$ cat config.mk
export PLATFORM = sky130hd
export DESIGN_NAME = adder_pipe_flat
export DESIGN_NICKNAME = d
export VERILOG_FILES = /design/src/rtl/adder_pipe_if.sv /design/src/rtl/adder_pipe.sv /design/src/flat_wrapper.sv
export SDC_FILE = /design/constraint.sdc
export NUM_CORES = 1
export LEC_CHECK = 0
export CORE_ASPECT_RATIO = 2
export CORE_UTILIZATION = 54
export CTS_BUF_LIST = sky130_fd_sc_hd__clkbuf_8 sky130_fd_sc_hd__clkbuf_16
export CTS_CLUSTER_SIZE = 24
export DETAILED_ROUTE_END_ITERATION = 16
export PLACE_DENSITY = 0.91
export SYNTH_ARGS = -nofsm -noshare
export SYNTH_HDL_FRONTEND = slang
export SYNTH_SLANG_ARGS = --single-unit
$ cat constraint.sdc
create_clock -name clk -period 4 [get_ports clk]
set_clock_uncertainty 0.1 [all_clocks]
set_input_delay 0.4 -clock clk [delete_from_list [all_inputs] [get_ports clk]]
set_output_delay 0.4 -clock clk [all_outputs]
set_load 0.05 [all_outputs]
$ cat src/rtl/adder_pipe_if.sv
`default_nettype none
// ============================================================================
// Module   : adder_pipe_if
// Purpose  : Bundle of handshake and data signals between an operand source
//            (master) and the pipelined adder (slave).
// Revision : 1.0 - initial release
// ----------------------------------------------------------------------------
// Signals:
//   in_valid  / in_ready   operand handshake (master -> slave / slave -> master)
//   in1, in2               operands, WIDTH bits
//   out_valid / out_ready  result handshake (slave -> master / master -> slave)
//   out, out_cout          sum modulo 2^WIDTH and its unsigned carry-out
//   txn_cnt                count of accepted operand pairs, CNT_W bits
//   out_ovf, ovf_cnt       signed-overflow flag and saturating count of
//                          retired overflowing results
//                          (only present with ADDER_PIPE_OVF_EN defined)
// ============================================================================
interface adder_pipe_if #(
    parameter int WIDTH = 32,
    parameter int CNT_W = 16
);
    logic             in_valid;
    logic             in_ready;
    logic [WIDTH-1:0] in1;
    logic [WIDTH-1:0] in2;
    logic             out_valid;
    logic             out_ready;
    logic [WIDTH-1:0] out;
    logic             out_cout;
    logic [CNT_W-1:0] txn_cnt;
`ifdef ADDER_PIPE_OVF_EN
    logic             out_ovf;
    logic [CNT_W-1:0] ovf_cnt;

    modport master (
        output in_valid, in1, in2, out_ready,
        input  in_ready, out_valid, out, out_cout, txn_cnt, out_ovf, ovf_cnt
    );
    modport slave (
        input  in_valid, in1, in2, out_ready,
        output in_ready, out_valid, out, out_cout, txn_cnt, out_ovf, ovf_cnt
    );
`else
    modport master (
        output in_valid, in1, in2, out_ready,
        input  in_ready, out_valid, out, out_cout, txn_cnt
    );
    modport slave (
        input  in_valid, in1, in2, out_ready,
        output in_ready, out_valid, out, out_cout, txn_cnt
    );
`endif
endinterface
`default_nettype wire

$ cat src/rtl/adder_pipe.sv
`default_nettype none
// ============================================================================
// Module   : adder_pipe
// Purpose  : Pipelined WIDTH-bit adder. Operands are registered on accept,
//            then each of STAGES ranks adds one WIDTH/STAGES-bit slice and
//            hands its carry to the next rank. A result accepted at posedge N
//            is presented after posedge N+STAGES. The whole pipe freezes
//            while the output is valid and not taken.
// Revision : 1.0 - initial release
// ----------------------------------------------------------------------------
// Parameters:
//   WIDTH   operand/result width, divisible by STAGES
//   STAGES  number of adder ranks (1, 2 or 4); equals latency in cycles
//   CNT_W   width of the transaction (and overflow) counters
// Ports:
//   clk     rising-edge clock
//   rst     synchronous active-high reset
//   bus     adder_pipe_if.slave: in_valid/in_ready/in1/in2,
//           out_valid/out_ready/out/out_cout, txn_cnt
// Optional feature macro: ADDER_PIPE_OVF_EN
//   adds bus.out_ovf (signed overflow travelling with its result) and
//   bus.ovf_cnt (saturating count of retired overflowing results)
// ============================================================================
module adder_pipe #(
    parameter int WIDTH  = 32,
    parameter int STAGES = 2,
    parameter int CNT_W  = 16
) (
    input  logic        clk,
    input  logic        rst,
    adder_pipe_if.slave bus
);

    localparam int SLICE = WIDTH / STAGES;

    if ((STAGES != 1 && STAGES != 2 && STAGES != 4) || (WIDTH % STAGES != 0)) begin : g_param_check
        $error("adder_pipe: illegal WIDTH/STAGES combination");
    end

    // ------------------------------------------------------------------------
    // Handshake: a single global stall freezes every rank, bubbles included.
    // ------------------------------------------------------------------------
    logic stall;
    logic accept;

    assign stall        = bus.out_valid & ~bus.out_ready;
    assign accept       = bus.in_valid & ~stall;
    assign bus.in_ready = ~stall;

    // ------------------------------------------------------------------------
    // Capture rank: operands only load on accept; the valid bit advances on
    // every non-stalled cycle so an idle input becomes a bubble.
    // ------------------------------------------------------------------------
    logic             cap_vld_q;
    logic [WIDTH-1:0] cap_a_q;
    logic [WIDTH-1:0] cap_b_q;

    // ------------------------------------------------------------------------
    // Adder ranks. Rank k holds the full operands (upper slices still to be
    // added), the partial sum with slices 0..k filled in, and the carry out
    // of slice k.
    // ------------------------------------------------------------------------
    logic [STAGES-1:0] vld_q;
    logic [STAGES-1:0] vld_d;
    logic [STAGES-1:0] cry_q;
    logic [STAGES-1:0] cry_d;
    logic [WIDTH-1:0]  opa_q [STAGES];
    logic [WIDTH-1:0]  opa_d [STAGES];
    logic [WIDTH-1:0]  opb_q [STAGES];
    logic [WIDTH-1:0]  opb_d [STAGES];
    logic [WIDTH-1:0]  sum_q [STAGES];
    logic [WIDTH-1:0]  sum_d [STAGES];

    for (genvar k = 0; k < STAGES; k++) begin : g_stage
        logic [WIDTH-1:0] a_in;
        logic [WIDTH-1:0] b_in;
        logic [WIDTH-1:0] s_in;
        logic             c_in;
        logic             v_in;
        logic [SLICE:0]   part;

        if (k == 0) begin : g_head
            assign a_in = cap_a_q;
            assign b_in = cap_b_q;
            assign s_in = '0;
            assign c_in = 1'b0;
            assign v_in = cap_vld_q;
        end else begin : g_body
            assign a_in = opa_q[k-1];
            assign b_in = opb_q[k-1];
            assign s_in = sum_q[k-1];
            assign c_in = cry_q[k-1];
            assign v_in = vld_q[k-1];
        end

        assign part = {1'b0, a_in[k*SLICE +: SLICE]}
                    + {1'b0, b_in[k*SLICE +: SLICE]}
                    + {{SLICE{1'b0}}, c_in};

        // Slices above k are still zero in s_in, so OR-ing the new slice in
        // place leaves the already finished lower slices untouched.
        assign opa_d[k] = a_in;
        assign opb_d[k] = b_in;
        assign sum_d[k] = s_in | (WIDTH'(part[SLICE-1:0]) << (k * SLICE));
        assign cry_d[k] = part[SLICE];
        assign vld_d[k] = v_in;
    end

    always_ff @(posedge clk) begin
        if (rst) begin
            cap_vld_q <= 1'b0;
            cap_a_q   <= '0;
            cap_b_q   <= '0;
            vld_q     <= '0;
            cry_q     <= '0;
            for (int k = 0; k < STAGES; k++) begin
                opa_q[k] <= '0;
                opb_q[k] <= '0;
                sum_q[k] <= '0;
            end
        end else begin
            if (!stall) begin
                cap_vld_q <= bus.in_valid;
                vld_q     <= vld_d;
                cry_q     <= cry_d;
                for (int k = 0; k < STAGES; k++) begin
                    opa_q[k] <= opa_d[k];
                    opb_q[k] <= opb_d[k];
                    sum_q[k] <= sum_d[k];
                end
            end
            if (accept) begin
                cap_a_q <= bus.in1;
                cap_b_q <= bus.in2;
            end
        end
    end

    // ------------------------------------------------------------------------
    // Accepted-transfer counter, wraps modulo 2^CNT_W.
    // ------------------------------------------------------------------------
    logic [CNT_W-1:0] txn_cnt_q;
    logic [CNT_W-1:0] txn_cnt_d;

    assign txn_cnt_d = accept ? txn_cnt_q + CNT_W'(1) : txn_cnt_q;

    always_ff @(posedge clk) begin
        if (rst) begin
            txn_cnt_q <= '0;
        end else begin
            txn_cnt_q <= txn_cnt_d;
        end
    end

    assign bus.out_valid = vld_q[STAGES-1];
    assign bus.out       = sum_q[STAGES-1];
    assign bus.out_cout  = cry_q[STAGES-1];
    assign bus.txn_cnt   = txn_cnt_q;

`ifdef ADDER_PIPE_OVF_EN
    // ------------------------------------------------------------------------
    // Signed overflow is decided in the last rank, where the top slice (and
    // with it both operand sign bits and the final sum sign) is produced.
    // ------------------------------------------------------------------------
    logic             ovf_q;
    logic             ovf_d;
    logic [CNT_W-1:0] ovf_cnt_q;
    logic [CNT_W-1:0] ovf_cnt_d;

    assign ovf_d = (opa_d[STAGES-1][WIDTH-1] == opb_d[STAGES-1][WIDTH-1])
                && (sum_d[STAGES-1][WIDTH-1] != opa_d[STAGES-1][WIDTH-1]);

    // Saturating: stops at all-ones instead of wrapping.
    assign ovf_cnt_d = (bus.out_valid && bus.out_ready && ovf_q && !(&ovf_cnt_q))
                     ? ovf_cnt_q + CNT_W'(1) : ovf_cnt_q;

    always_ff @(posedge clk) begin
        if (rst) begin
            ovf_q     <= 1'b0;
            ovf_cnt_q <= '0;
        end else begin
            if (!stall) begin
                ovf_q <= ovf_d;
            end
            ovf_cnt_q <= ovf_cnt_d;
        end
    end

    assign bus.out_ovf = ovf_q;
    assign bus.ovf_cnt = ovf_cnt_q;
`endif

endmodule
`default_nettype wire

$ cat src/flat_wrapper.sv
// flat-port wrapper written by rule: the top's interface ports become plain ports
module adder_pipe_flat 
#(
    parameter int WIDTH  = 32,
    parameter int STAGES = 2,
    parameter int CNT_W  = 16
)
  (clk, rst, bus_in_valid, bus_in1, bus_in2, bus_out_ready, bus_in_ready, bus_out_valid, bus_out, bus_out_cout, bus_txn_cnt);
  adder_pipe_if #(.WIDTH(WIDTH), .CNT_W(CNT_W)) bus_i ();
  input  logic clk;
  input  logic rst;
  input wire logic [$bits(bus_i.in_valid)-1:0] bus_in_valid;
  input wire logic [$bits(bus_i.in1)-1:0] bus_in1;
  input wire logic [$bits(bus_i.in2)-1:0] bus_in2;
  input wire logic [$bits(bus_i.out_ready)-1:0] bus_out_ready;
  output wire logic [$bits(bus_i.in_ready)-1:0] bus_in_ready;
  output wire logic [$bits(bus_i.out_valid)-1:0] bus_out_valid;
  output wire logic [$bits(bus_i.out)-1:0] bus_out;
  output wire logic [$bits(bus_i.out_cout)-1:0] bus_out_cout;
  output wire logic [$bits(bus_i.txn_cnt)-1:0] bus_txn_cnt;
  assign bus_i.in_valid = bus_in_valid;
  assign bus_i.in1 = bus_in1;
  assign bus_i.in2 = bus_in2;
  assign bus_i.out_ready = bus_out_ready;
  assign bus_in_ready = bus_i.in_ready;
  assign bus_out_valid = bus_i.out_valid;
  assign bus_out = bus_i.out;
  assign bus_out_cout = bus_i.out_cout;
  assign bus_txn_cnt = bus_i.txn_cnt;
  adder_pipe #(.WIDTH(WIDTH), .STAGES(STAGES), .CNT_W(CNT_W)) u_core (.clk(clk), .rst(rst), .bus(bus_i));
endmodule
### Word level (Yosys, flattened, before mapping)

Memories as Yosys holds them, arrays and structs flattened.
Cells that the tools add are included.

| operators by class | value |
|---|---|
| muxes and demuxes | 11 |
| add/sub/neg operators | 4 |
| bitwise operators | 11 |

Operator list:

| cell | count |
|---|---|
| $mux W32 | 6 |
| $add A16 B16 Y17 | 2 |
| $or A32 B32 Y32 | 1 |
| $add A17 B1 Y17 | 1 |
| $add A16 B1 Y16 const B | 1 |
| $or A1 B1 Y1 | 6 |
| $mux W1 | 5 |
| $and A1 B1 Y1 | 2 |
| $not A1 Y1 | 2 |

| storage, ports and cells | value |
|---|---|
| register bits after elaboration | 85 |
| memory bits (writable) | 192 |
| output and inout port bits | 51 |
| word-level logic and storage cells | 35 |
| memories | 3 |
| input bits | 68 |

Memories:

| name | depth | bits a word | read ports | clocked after memory_dff | wr ports | RTL line | source |
|---|---|---|---|---|---|---|---|
| u_core.opa_q | 2 | 32 | 1 | 0 | 2 | adder_pipe.sv:67 | `logic [WIDTH-1:0] opa_q [STAGES];` |
| u_core.opb_q | 2 | 32 | 1 | 0 | 2 | adder_pipe.sv:69 | `logic [WIDTH-1:0] opb_q [STAGES];` |
| u_core.sum_q | 2 | 32 | 2 | 0 | 2 | adder_pipe.sv:71 | `logic [WIDTH-1:0] sum_q [STAGES];` |

### Logic depth before layout (Yosys ltp)

Gate-level depths: netlist of run 1.

| logic depth | value |
|---|---|
| word-level depth | 6 |
| mapped depth | 8 |

### Worst setup path before layout of run 1

Ideal clock, no wire load.

| timing | value |
|---|---|
| path kind | input -> register |
| start | in rst |
| end | mem u_core.opa_q[0][16] (enable) |
| buffers on the path | 2 |
| path slack | 0.551 ns |
| stages on the path | 3 |
| arrival | 2.897 ns |
| data required time | 3.448 ns |
| setup time | 0.452 ns |
| path through | clkbuf_1 -> clkbuf_1 -> nand2b_1 |

RTL lines:

| element | RTL line | source |
|---|---|---|
| start, declared | flat_wrapper.sv:11 | `input logic rst;` |
| end, declared | adder_pipe.sv:67 |  |

==> flow_summary.json, run 1 <==
{
  "cts.sinks": 165,
  "yosysMostFrequentCell": "nand2_1",
  "finalHoldViolations": 0,
  "yosys-top-cells-count": "159 x nand2_1, 99 x a21oi_1, 85 x dfxtp_1",
  "dpl-instance-area_sq_um": 8870,
  "drt_pass1_iterations": 5,
  "drt.antenna.violating_nets": 0,
  "utilization_pct": 69.48,
  "final_net_count": 982,
  "met1_usage_pct": 24.85,
  "die_w_um": 85.69,
  "synth_warnings": 0,
  "cts-root-buf": "clkbuf_16",
  "viasPerCell": 5.461,
  "grt_max_degree": 81,
  "final.min_clock_period_ps": 2644,
  "drive_gt1_share_pct": 6.054,
  "gp_congestion": 0.9200,
  "synthDominantCellAreaShare_pct": 31.76,
  "diodes": 0,
  "crit_required_ps": 4070,
  "drc": 0,
  "cp_max_fo": 4,
  "multi_input_area_sq_um": 3248,
  "final_min_period_over_clock_period_pct": 66.11,
  "grt_pass1_vias": 5684,
  "cts_tree": "done",
  "synth_cell_types": 52,
  "cts_setup_buffers": 0,
  "status": "completed",
  "p_per_area_nw_per_um2": 420.0,
  "num_vias": 5887,
  "antenna_found_initial": 0,
  "synth_area_leaders": "edfxtp_1 32%, dfxtp_1 22%, nand2_1 7.9%, a21oi_1 6.5%, ha_1 5.3%",
  "synth_edf_count": 80,
  "finalMaxSlewViolations": 0,
  "synth_seq_area_share_pct": 54.25,
  "clk_latency_ps": 420,
  "async_flop_share_pct": 0,
  "holdBufCountCts": 0,
  "criticalPathCategory": "reg -> reg",
  "std_cell_rows": 60,
  "crit_path_start_kind": "flop",
  "wirelength_mm": 16.27,
  "cap_violations": 0,
  "tightest_slew_ps": 998.2,
  "p_leak_nw": 3.729,
  "crit_arrival_ps": 2720,
  "drt_iter0_drc": 382,
  "setup_viol": 0,
  "use_met2_pct": 41.15,
  "hp-class": "in -> reg",
  "io_pins": 119,
  "overflow": 0,
  "syn_avg_cell_area_sq_um": 9.736,
  "fin_tns_setup_ps": 0,
  "dp_hpwl_mm": 11.28,
  "final_cell_area_sq_um": 9440,
  "clkTransAtPathRegs_ps": 70,
  "synth_cells": 777,
  "setup_slack_ps": 1356,
  "grt_use_met3_pct": 4.475,
  "hold_ws_ps": 319.2,
  "endpoint_kind": "flop",
  "area_growth_pct": 24.79,
  "dieArea_sq_um": 14510,
  "core_area_sq_um": 13590,
  "htree_levels": 4,
  "rsz0062_at_grt": "no",
  "syn_area_sq_um": 7565,
  "seqCellArea_sq_um": 4104,
  "max_freq_ghz": 0.3782,
  "cts_resized": 0,
  "grtUsageTotal_pct": 22.82,
  "max_slew_margin_pct": 33.45,
  "pre_cts_slack_ps": 1349,
  "cts_buffer_depth": 2,
  "syn_nets": 880,
  "ir_worst_vdd_v": 0.0004764,
  "top_usage_layer": "met2",
  "io_buffers": 118,
  "fp.dieH_um": 169.4,
  "grt_pass1_wl_mm": 25.93,
  "fillers": 977,
  "numCtsBuffers": 17,
  "synth_top_cell_by_area": "edfxtp_1",
  "start_util_pct": 55.67,
  "wl_per_cell_um": 15.09,
  "ys_ff_latch": 165,
  "synth_ff_type": "dfxtp_1"
}
==> state kept, by name, indices dropped and copies added (netlist names) <==
register,cells
u_core.sum_q,48
u_core.vld_q,2
u_core.cap_vld_q,1
u_core.cap_b_q,32
u_core.cap_a_q,32
u_core.cry_q,2
u_core.opa_q,16
u_core.opb_q,16
u_core.bus.txn_cnt,16
==> report_power, final <==
group / internal (W) / switching (W) / total (W)
clock: 0.000872 / 0.000701 / 0.00157
sequential: 0.00187 / 0.0000381 / 0.00190
combinational: 0.000198 / 0.000291 / 0.000489
total: 0.00294 / 0.00103 / 0.00397
==> layout make-up <==
cell class                      instances  area share, %
Sequential cell                       165          43.47
Multi-Input combinational cell        555          34.41
Timing Repair Buffer                  125          13.02
Clock buffer                           17          4.506
Tap cell                              186          2.465
Clock inverter                         15          1.537
Inverter                               15         0.5964
==> logic make-up (layout without fill, tap and decap cells) <==
group / after synthesis / in the layout / synth area share [%]
fa+ha+maj: 35 / 35 / 6.087
flops: 165 / 165 / 54.25
simple gates: 318 / 318 / 19.60
xor+xnor: 24 / 24 / 2.779
mux: 4 / 4 / 0.5458
compound gates: 174 / 174 / 13.74
buf+inv: 57 / 172 / 2.993
==> metal layers <==
| metal | vias to the layer above | share of wire, % |
|---|---|---|
| met2 | 190 | 53 |
| met3 | 46 | 4.7 |
| met4 | 0 | 3.5 |
| met5 | - | 0 |
| li1 | 2907 | - |
| met1 | 2744 | 39 |
==> path summary, 6_finish.rpt <==
kind	from	to	slack (ps)	cells after the start
hold reg to reg	u_core.cap_b_q[24]	u_core.cap_b_q[24]	350	2
hold / removal	rst	u_core.cap_b_q[24]	320	2
setup reg to reg	u_core.cap_b_q[0]	u_core.sum_q[0][12]	1360	7
setup / recovery	u_core.cap_b_q[0]	u_core.sum_q[0][12]	1360	7
==> worst max-delay path, cell delays in order (launching register included) <==
cell      delay [ps]
dfxtp_1          320
ha_1             260
fa_1             430
a21oi_1          270
o211ai_1         200
a41o_1           320
a21oi_2          160
mux2_2           350
==> through the flow <==
step	instances	power, W
floorplan	777	0.002243
global placement	1046	0.002407
detailed placement	1046	0.002421
CTS	1078	0.003972
global route	1078	0.004088
finish	1078	0.003965
==> cells in the final DEF, fill, tap and decap left out, drive strengths merged, types with 5 or more instances in the layout <==
cell / instances
xor2: 15
nor3: 11
inv: 22
nand2: 159
clkdlybuf4s50: 117
a21o: 8
buf: 8
dfxtp: 85
o22ai: 5
a21oi: 101
ha: 32
xnor2: 9
nand4: 11
edfxtp: 80
o21ai: 23
clkbuf: 17
nand3: 9
and2: 57
o21a: 9
nor2b: 6
nor2: 42
or3: 12
o211ai: 5
Power figures use the tool's default switching activity.
==> run 2, diff against run 1 <==
--- a/config.mk
+++ b/config.mk
@@ -6,11 +6,11 @@
 export NUM_CORES = 1
 export LEC_CHECK = 0
 export CORE_ASPECT_RATIO = 2
-export CORE_UTILIZATION = 54
+export CORE_UTILIZATION = 49
 export CTS_BUF_LIST = sky130_fd_sc_hd__clkbuf_8 sky130_fd_sc_hd__clkbuf_16
 export CTS_CLUSTER_SIZE = 24
 export DETAILED_ROUTE_END_ITERATION = 16
-export PLACE_DENSITY = 0.91
+export PLACE_DENSITY = 0.88
 export SYNTH_ARGS = -nofsm -noshare
 export SYNTH_HDL_FRONTEND = slang
 export SYNTH_SLANG_ARGS = --single-unit
==> constraint.sdc (replaced) <==
create_clock -name clk -period 2.25 [get_ports clk]
set_clock_uncertainty 0.1 [all_clocks]
set_input_delay 0.225 -clock clk [delete_from_list [all_inputs] [get_ports clk]]
set_output_delay 0.225 -clock clk [all_outputs]
set_load 0.05 [all_outputs]
==> flow_summary.json, run 2 (same netlist as run 1, synthesis figures left out) <==
{
  "status": "finished, violations left",
  "failed_checks": "setup timing",
  "max_freq_ghz": 0.4372,
  "finalHoldViolations": 0,
  "gp_congestion": 0.9167,
  "place_inst": 1074,
  "r2r-start": "u_core.opb_q[0][16]",
  "overflow": 0,
  "setup_viol": 1,
  "r2r-end": "u_core.sum_q[0][54]",
  "cts_tree": "done",
  "path_cells": "fa_2 -> inv_2 -> fa_2 -> nor2b_2 -> o31a_1 -> buf_4 -> o21a_1 -> o21a_1 -> nor3_1",
  "fin_tns_setup_ps": -37.29,
  "hold_start": "rst",
  "dp_hpwl_mm": 11.76,
  "r2r.worst_path.cells": 9,
  "p_per_area_nw_per_um2": 739.8,
  "final_common_cell": "nand2_1",
  "grt_use_met3_pct": 4.242,
  "grtUsageTotal_pct": 21.40,
  "drt_iter0_drc": 302,
  "crit_path_start_kind": "flop",
  "diodes": 0,
  "holdBufCountCts": 0,
  "cp_slowest_cell": "fa_2",
  "top_regs": "u_core.sum_q: 48 flops, u_core.cap_a_q: 32 flops, u_core.cap_b_q: 32 flops",
  "clk_latency_ps": 430,
  "cap_violations": 0,
  "grt_pass1_vias": 5848,
  "std_cell_rows": 63,
  "area_growth_pct": 29.54,
  "cts_buffer_depth": 2,
  "crit_arrival_ps": 2450,
  "die_w_um": 89.86,
  "crit_required_ps": 2420,
  "final_net_count": 1008,
  "numCtsBuffers": 17,
  "final_cell_count_no_fill": 1113,
  "grt_pass1_wl_mm": 27.14,
  "drc": 0,
  "mostFrequentLayoutCells": "158 x nand2_1, 116 x clkdlybuf4s50_1, 96 x a21oi_1",
  "start_util_pct": 50.51,
  "clkTransAtPathRegs_ps": 70,
  "use_met2_pct": 39.07,
  "regMostFlops": "u_core.sum_q",
  "tightest_slew_ps": 559.5,
  "p_leak_nw": 3.929,
  "ir_worst_vdd_v": 0.0005629,
  "io_buffers": 118,
  "io_pins": 119,
  "antenna_found_initial": 0,
  "setup_slack_ps": -37.29,
  "pre_cts_slack_ps": -109.7,
  "finalMaxSlewViolations": 0,
  "viasPerCell": 5.407,
  "cp_max_fo": 3,
  "criticalPathCategory": "reg -> reg",
  "num_vias": 6018,
  "final.min_clock_period_ps": 2287,
  "whs_path_depth": 2,
  "top_usage_layer": "met2",
  "rsz0062_at_grt": "yes",
  "core_area_sq_um": 14980,
  "fp.dieH_um": 177.7,
  "hold_ws_ps": 92.79,
  "cts-root-buf": "clkbuf_16",
  "cts.sinks": 165,
  "drt_pass1_iterations": 4,
  "final_min_period_over_clock_period_pct": 101.7,
  "grt_max_degree": 67,
  "critPathMaxStageDelay_ps": 410,
  "drt.antenna.violating_nets": 0,
  "htree_levels": 4,
  "wirelength_mm": 17.21,
  "wl_per_cell_um": 15.46,
  "hp-class": "in -> reg",
  "drive_gt1_share_pct": 11.00,
  "largest_reg_flops": 48,
  "min_to": "u_core.cap_a_q[16]",
  "met1_usage_pct": 22.80,
  "dieArea_sq_um": 15970,
  "max_slew_margin_pct": 62.59,
  "endpoint_kind": "flop",
  "r2r_setup_slack_ps": -40
}
[run 2: cell types whose count changed in the layout (fill, tap and decap cells not counted), moves of 3 or more]
cell | before | now
o21ai_0 | 19 | 16
buf_12 | 0 | 3
fa_2 | 0 | 3
a21oi_1 | 99 | 96
fa_1 | 3 | 0
buf_4 | 7 | 31
clkinvlp_4 | 3 | 0
inv_8 | 2 | 5
a21oi_2 | 2 | 5
[run 2: how the worst max path moves through the flow]
stage	from	endpoint	slack, ps	cells past startpoint
floorplan	u_core.cap_b_q[0]	u_core.sum_q[0][12]	40	7
global placement	u_core.opb_q[0][16]	u_core.sum_q[0][58]	-80	8
detailed placement	u_core.opb_q[0][16]	u_core.sum_q[0][58]	-110	8
CTS	u_core.opb_q[0][16]	u_core.sum_q[0][54]	-30	9
global route	u_core.opb_q[0][16]	u_core.sum_q[0][54]	-120	9
finish	u_core.opb_q[0][16]	u_core.sum_q[0][54]	-40	9
[run 2: per-stage QoR]
step	utilization [%]	cell area (sq um)	total power, W
3_5_place_dp	60.53	9065	0.004331
5_1_grt	65.43	9799	0.007489
2_1_floorplan	-	7579	0.003988
4_1_cts	65.07	9746	0.007264
3_3_place_gp	60.53	9065	0.004312
6_report	65.43	9799	0.007250
[run 2: what timing repair did]
action | in CTS | in global routing
resized for setup | 10 | 13
setup buffers | 6 | 2
cloned | 0 | 0
endpoints found under the setup margin | 6 | 14
pin swaps | 5 | 9
[run 2: area by class of cell]
class	count	area (sq um)
Fill cell	1145	5177
Clock buffer	18	450.4
Inverter	15	56.30
Timing Repair Buffer	151	1459
Multi-Input combinational cell	555	3331
Clock inverter	14	152.6
Sequential cell	165	4106
Tap cell	195	244.0
[run 2: power breakdown]
| part | internal (W) | switching [W] | total [W] | leakage (nW) |
|---|---|---|---|---|
| clock network | 0.00165 | 0.00130 | 0.00295 | 0.301 |
| registers | 0.00332 | 0.0000718 | 0.00339 | 1.66 |
| logic | 0.000384 | 0.000532 | 0.000915 | 1.97 |
| total | 0.00535 | 0.00190 | 0.00725 | 3.93 |
[run 2: worst max-delay path: cells and delay by family (launching register included)]
kind | cells | cell delay, ps
adder cells (fa/ha/maj) | 2 | 600
buffers and inverters | 2 | 210
flip-flops | 1 | 400
AO/OA/AOI/OAI | 3 | 650
AND/OR/NAND/NOR | 2 | 170
[run 2: per-layer routing]
layer | wire length [um] | vias to the layer above
li1 | - | 2964
met1 | 6719 | 2813
met2 | 9042 | 192
met3 | 756 | 49
met4 | 689 | 0
met5 | 0 | -
==> RTL edit, RTL diff (flow settings as in run 2) <==
`WIDTH` is set to 32 in 3 places; all go to 16.
--- a/src/rtl/adder_pipe_if.sv
+++ b/src/rtl/adder_pipe_if.sv
@@ -16,7 +16,7 @@
 //                          (only present with ADDER_PIPE_OVF_EN defined)
 // ============================================================================
 interface adder_pipe_if #(
-    parameter int WIDTH = 32,
+    parameter int WIDTH = 16,
     parameter int CNT_W = 16
 );
     logic             in_valid;
--- a/src/rtl/adder_pipe.sv
+++ b/src/rtl/adder_pipe.sv
@@ -22,7 +22,7 @@
 //   bus.ovf_cnt (saturating count of retired overflowing results)
 // ============================================================================
 module adder_pipe #(
-    parameter int WIDTH  = 32,
+    parameter int WIDTH  = 16,
     parameter int STAGES = 2,
     parameter int CNT_W  = 16
 ) (
--- a/src/flat_wrapper.sv
+++ b/src/flat_wrapper.sv
@@ -1,7 +1,7 @@
 // flat-port wrapper written by rule: the top's interface ports become plain ports
 module adder_pipe_flat 
 #(
-    parameter int WIDTH  = 32,
+    parameter int WIDTH  = 16,
     parameter int STAGES = 2,
     parameter int CNT_W  = 16
 )
Ports: changed (resized bus_in1, bus_in2 and bus_out); port bits go from 119 to 71. The function was not compared with the original's and may differ.
==> RTL edit against run 2 <==
Sequential cell count fell by 72; routed wire length fell by 52%; design area decreased by 46%; setup slack improved by 0.060 ns; critical path depth down 1; global-route usage down 0.24 points; total power is 45% lower; count of clock-buffer cells in the layout down 9; sequential power shrank 45%; synthesized area down 46%; critical path type unchanged; critical endpoint is now u_core.sum_q[0][30]; largest power group unchanged; highest routed layer unchanged.
==> RTL edit: results <==
[routing]
met3_length_um = 282
drt_first_iter_violations = 182
drt-met1-wl_um = 2980
drt-total-wl_um = 8270
route.vias.total = 3136

[critical_path]
ff2ff_path_depth = 8
timing.critical_path.slowest_stage_cell = "sky130_fd_sc_hd__edfxtp_1"
critical_path_capture_point = "u_core.sum_q[0][30]"
critPathLaunch = "u_core.opb_q[0][8]"
critical_path_arrival_ns = 2.33
crit_family = "simple AND/OR/NAND/NOR gates"

[timing]
max_slew.worst_pin.slew_ns = 0.738
layout_worst_path_cycle_share_pct = 99.0
final.hold.worst_slack_ns = 0.167

[logic_synthesis]
mappedNetlistNets = 462
synth_seq_area_share_pct = 55.4
synth_top_cells_by_count = "sky130_fd_sc_hd__nand2_1, sky130_fd_sc_hd__dfxtp_1, sky130_fd_sc_hd__a21oi_1"
synth.lib_cells_used.distinct = 46
synth_top_area_cells = "sky130_fd_sc_hd__edfxtp_1, sky130_fd_sc_hd__dfxtp_1, sky130_fd_sc_hd__nand2_1, sky130_fd_sc_hd__a21oi_1, sky130_fd_sc_hd__ha_1"
synth-xor-area-share_pct = 3.65
synth_compound_gate_area_share_pct = 10.3
muxShareOfSynthArea_pct = 0

[layout]
multi_input_cells = 285
fillCellCount = 628
relative_area_of_non_clock_buffer_cells_in_the_final_design_pct = 15.1
multi_input_comb_area_um2 = 1720
area_share_clock_buf_inv_pct = 6.28
largest_register_ffs = 24
fin_nets = 536
seqCellArea_um2 = 2260
n_all_inverters = 10
post_route_cells_drive_above_1_share_pct = 9.47
non_clock_buffer_count = 82

[clocking]
htree_levels = 3
tritoncts_num_sinks = 93
cts.repair_timing.setup_buffer_count = 1

[placement]
dp_slack_ns = -0.109
finalWeightedCongestion = 0.865
post-dp-hpwl_um = 5810

[grt]
grt_usage_pct = 21.2
first_pass_grt_wire_length_um = 13800
global_route.usage.met1_pct = 20.5
grt_util_met3_pct = 4.58
grt.met2_usage_pct = 39.8

[run_status]
status = "completed"

[power]
power_sequential_uw = 1880
power.clock.fraction_pct = 41.7
switching_share_pct = 22.1
vdd_ir_drop_max_v = 0.000499
leakagePower_uw = 0.00210
==> RTL edit: changes by cell type in the layout (fill, tap and decap cells not counted), sizes merged, moves of 12 or more <==
cell / before / now
a21oi: 101 / 44
and2: 57 / 28
buf: 35 / 14
clkdlybuf4s50: 116 / 68
dfxtp: 85 / 53
edfxtp: 80 / 40
ha: 32 / 16
inv: 26 / 12
nand2: 159 / 80
nor2: 42 / 25
o21ai: 23 / 11
==> RTL edit: through the flow <==
step | std cells | power (uW) | cell area, um^2
6_report | 582 | 3990 | 5280
5_1_grt | 582 | 4120 | 5280
4_1_cts | 581 | 4020 | 5250
3_5_place_dp | 564 | 2350 | 4900
3_3_place_gp | 564 | 2340 | 4900
2_1_floorplan | 407 | 2190 | 4090
==> RTL edit: cells by family (layout without fill, tap and decap cells) <==
logic type	after synthesis	count (layout)
adder cells (fa/ha/maj)	19	19
buffers and inverters	29	108
AND/OR/NAND/NOR	175	175
AO/OA/AOI/OAI	74	74
flip-flops	93	93
XOR/XNOR	17	17
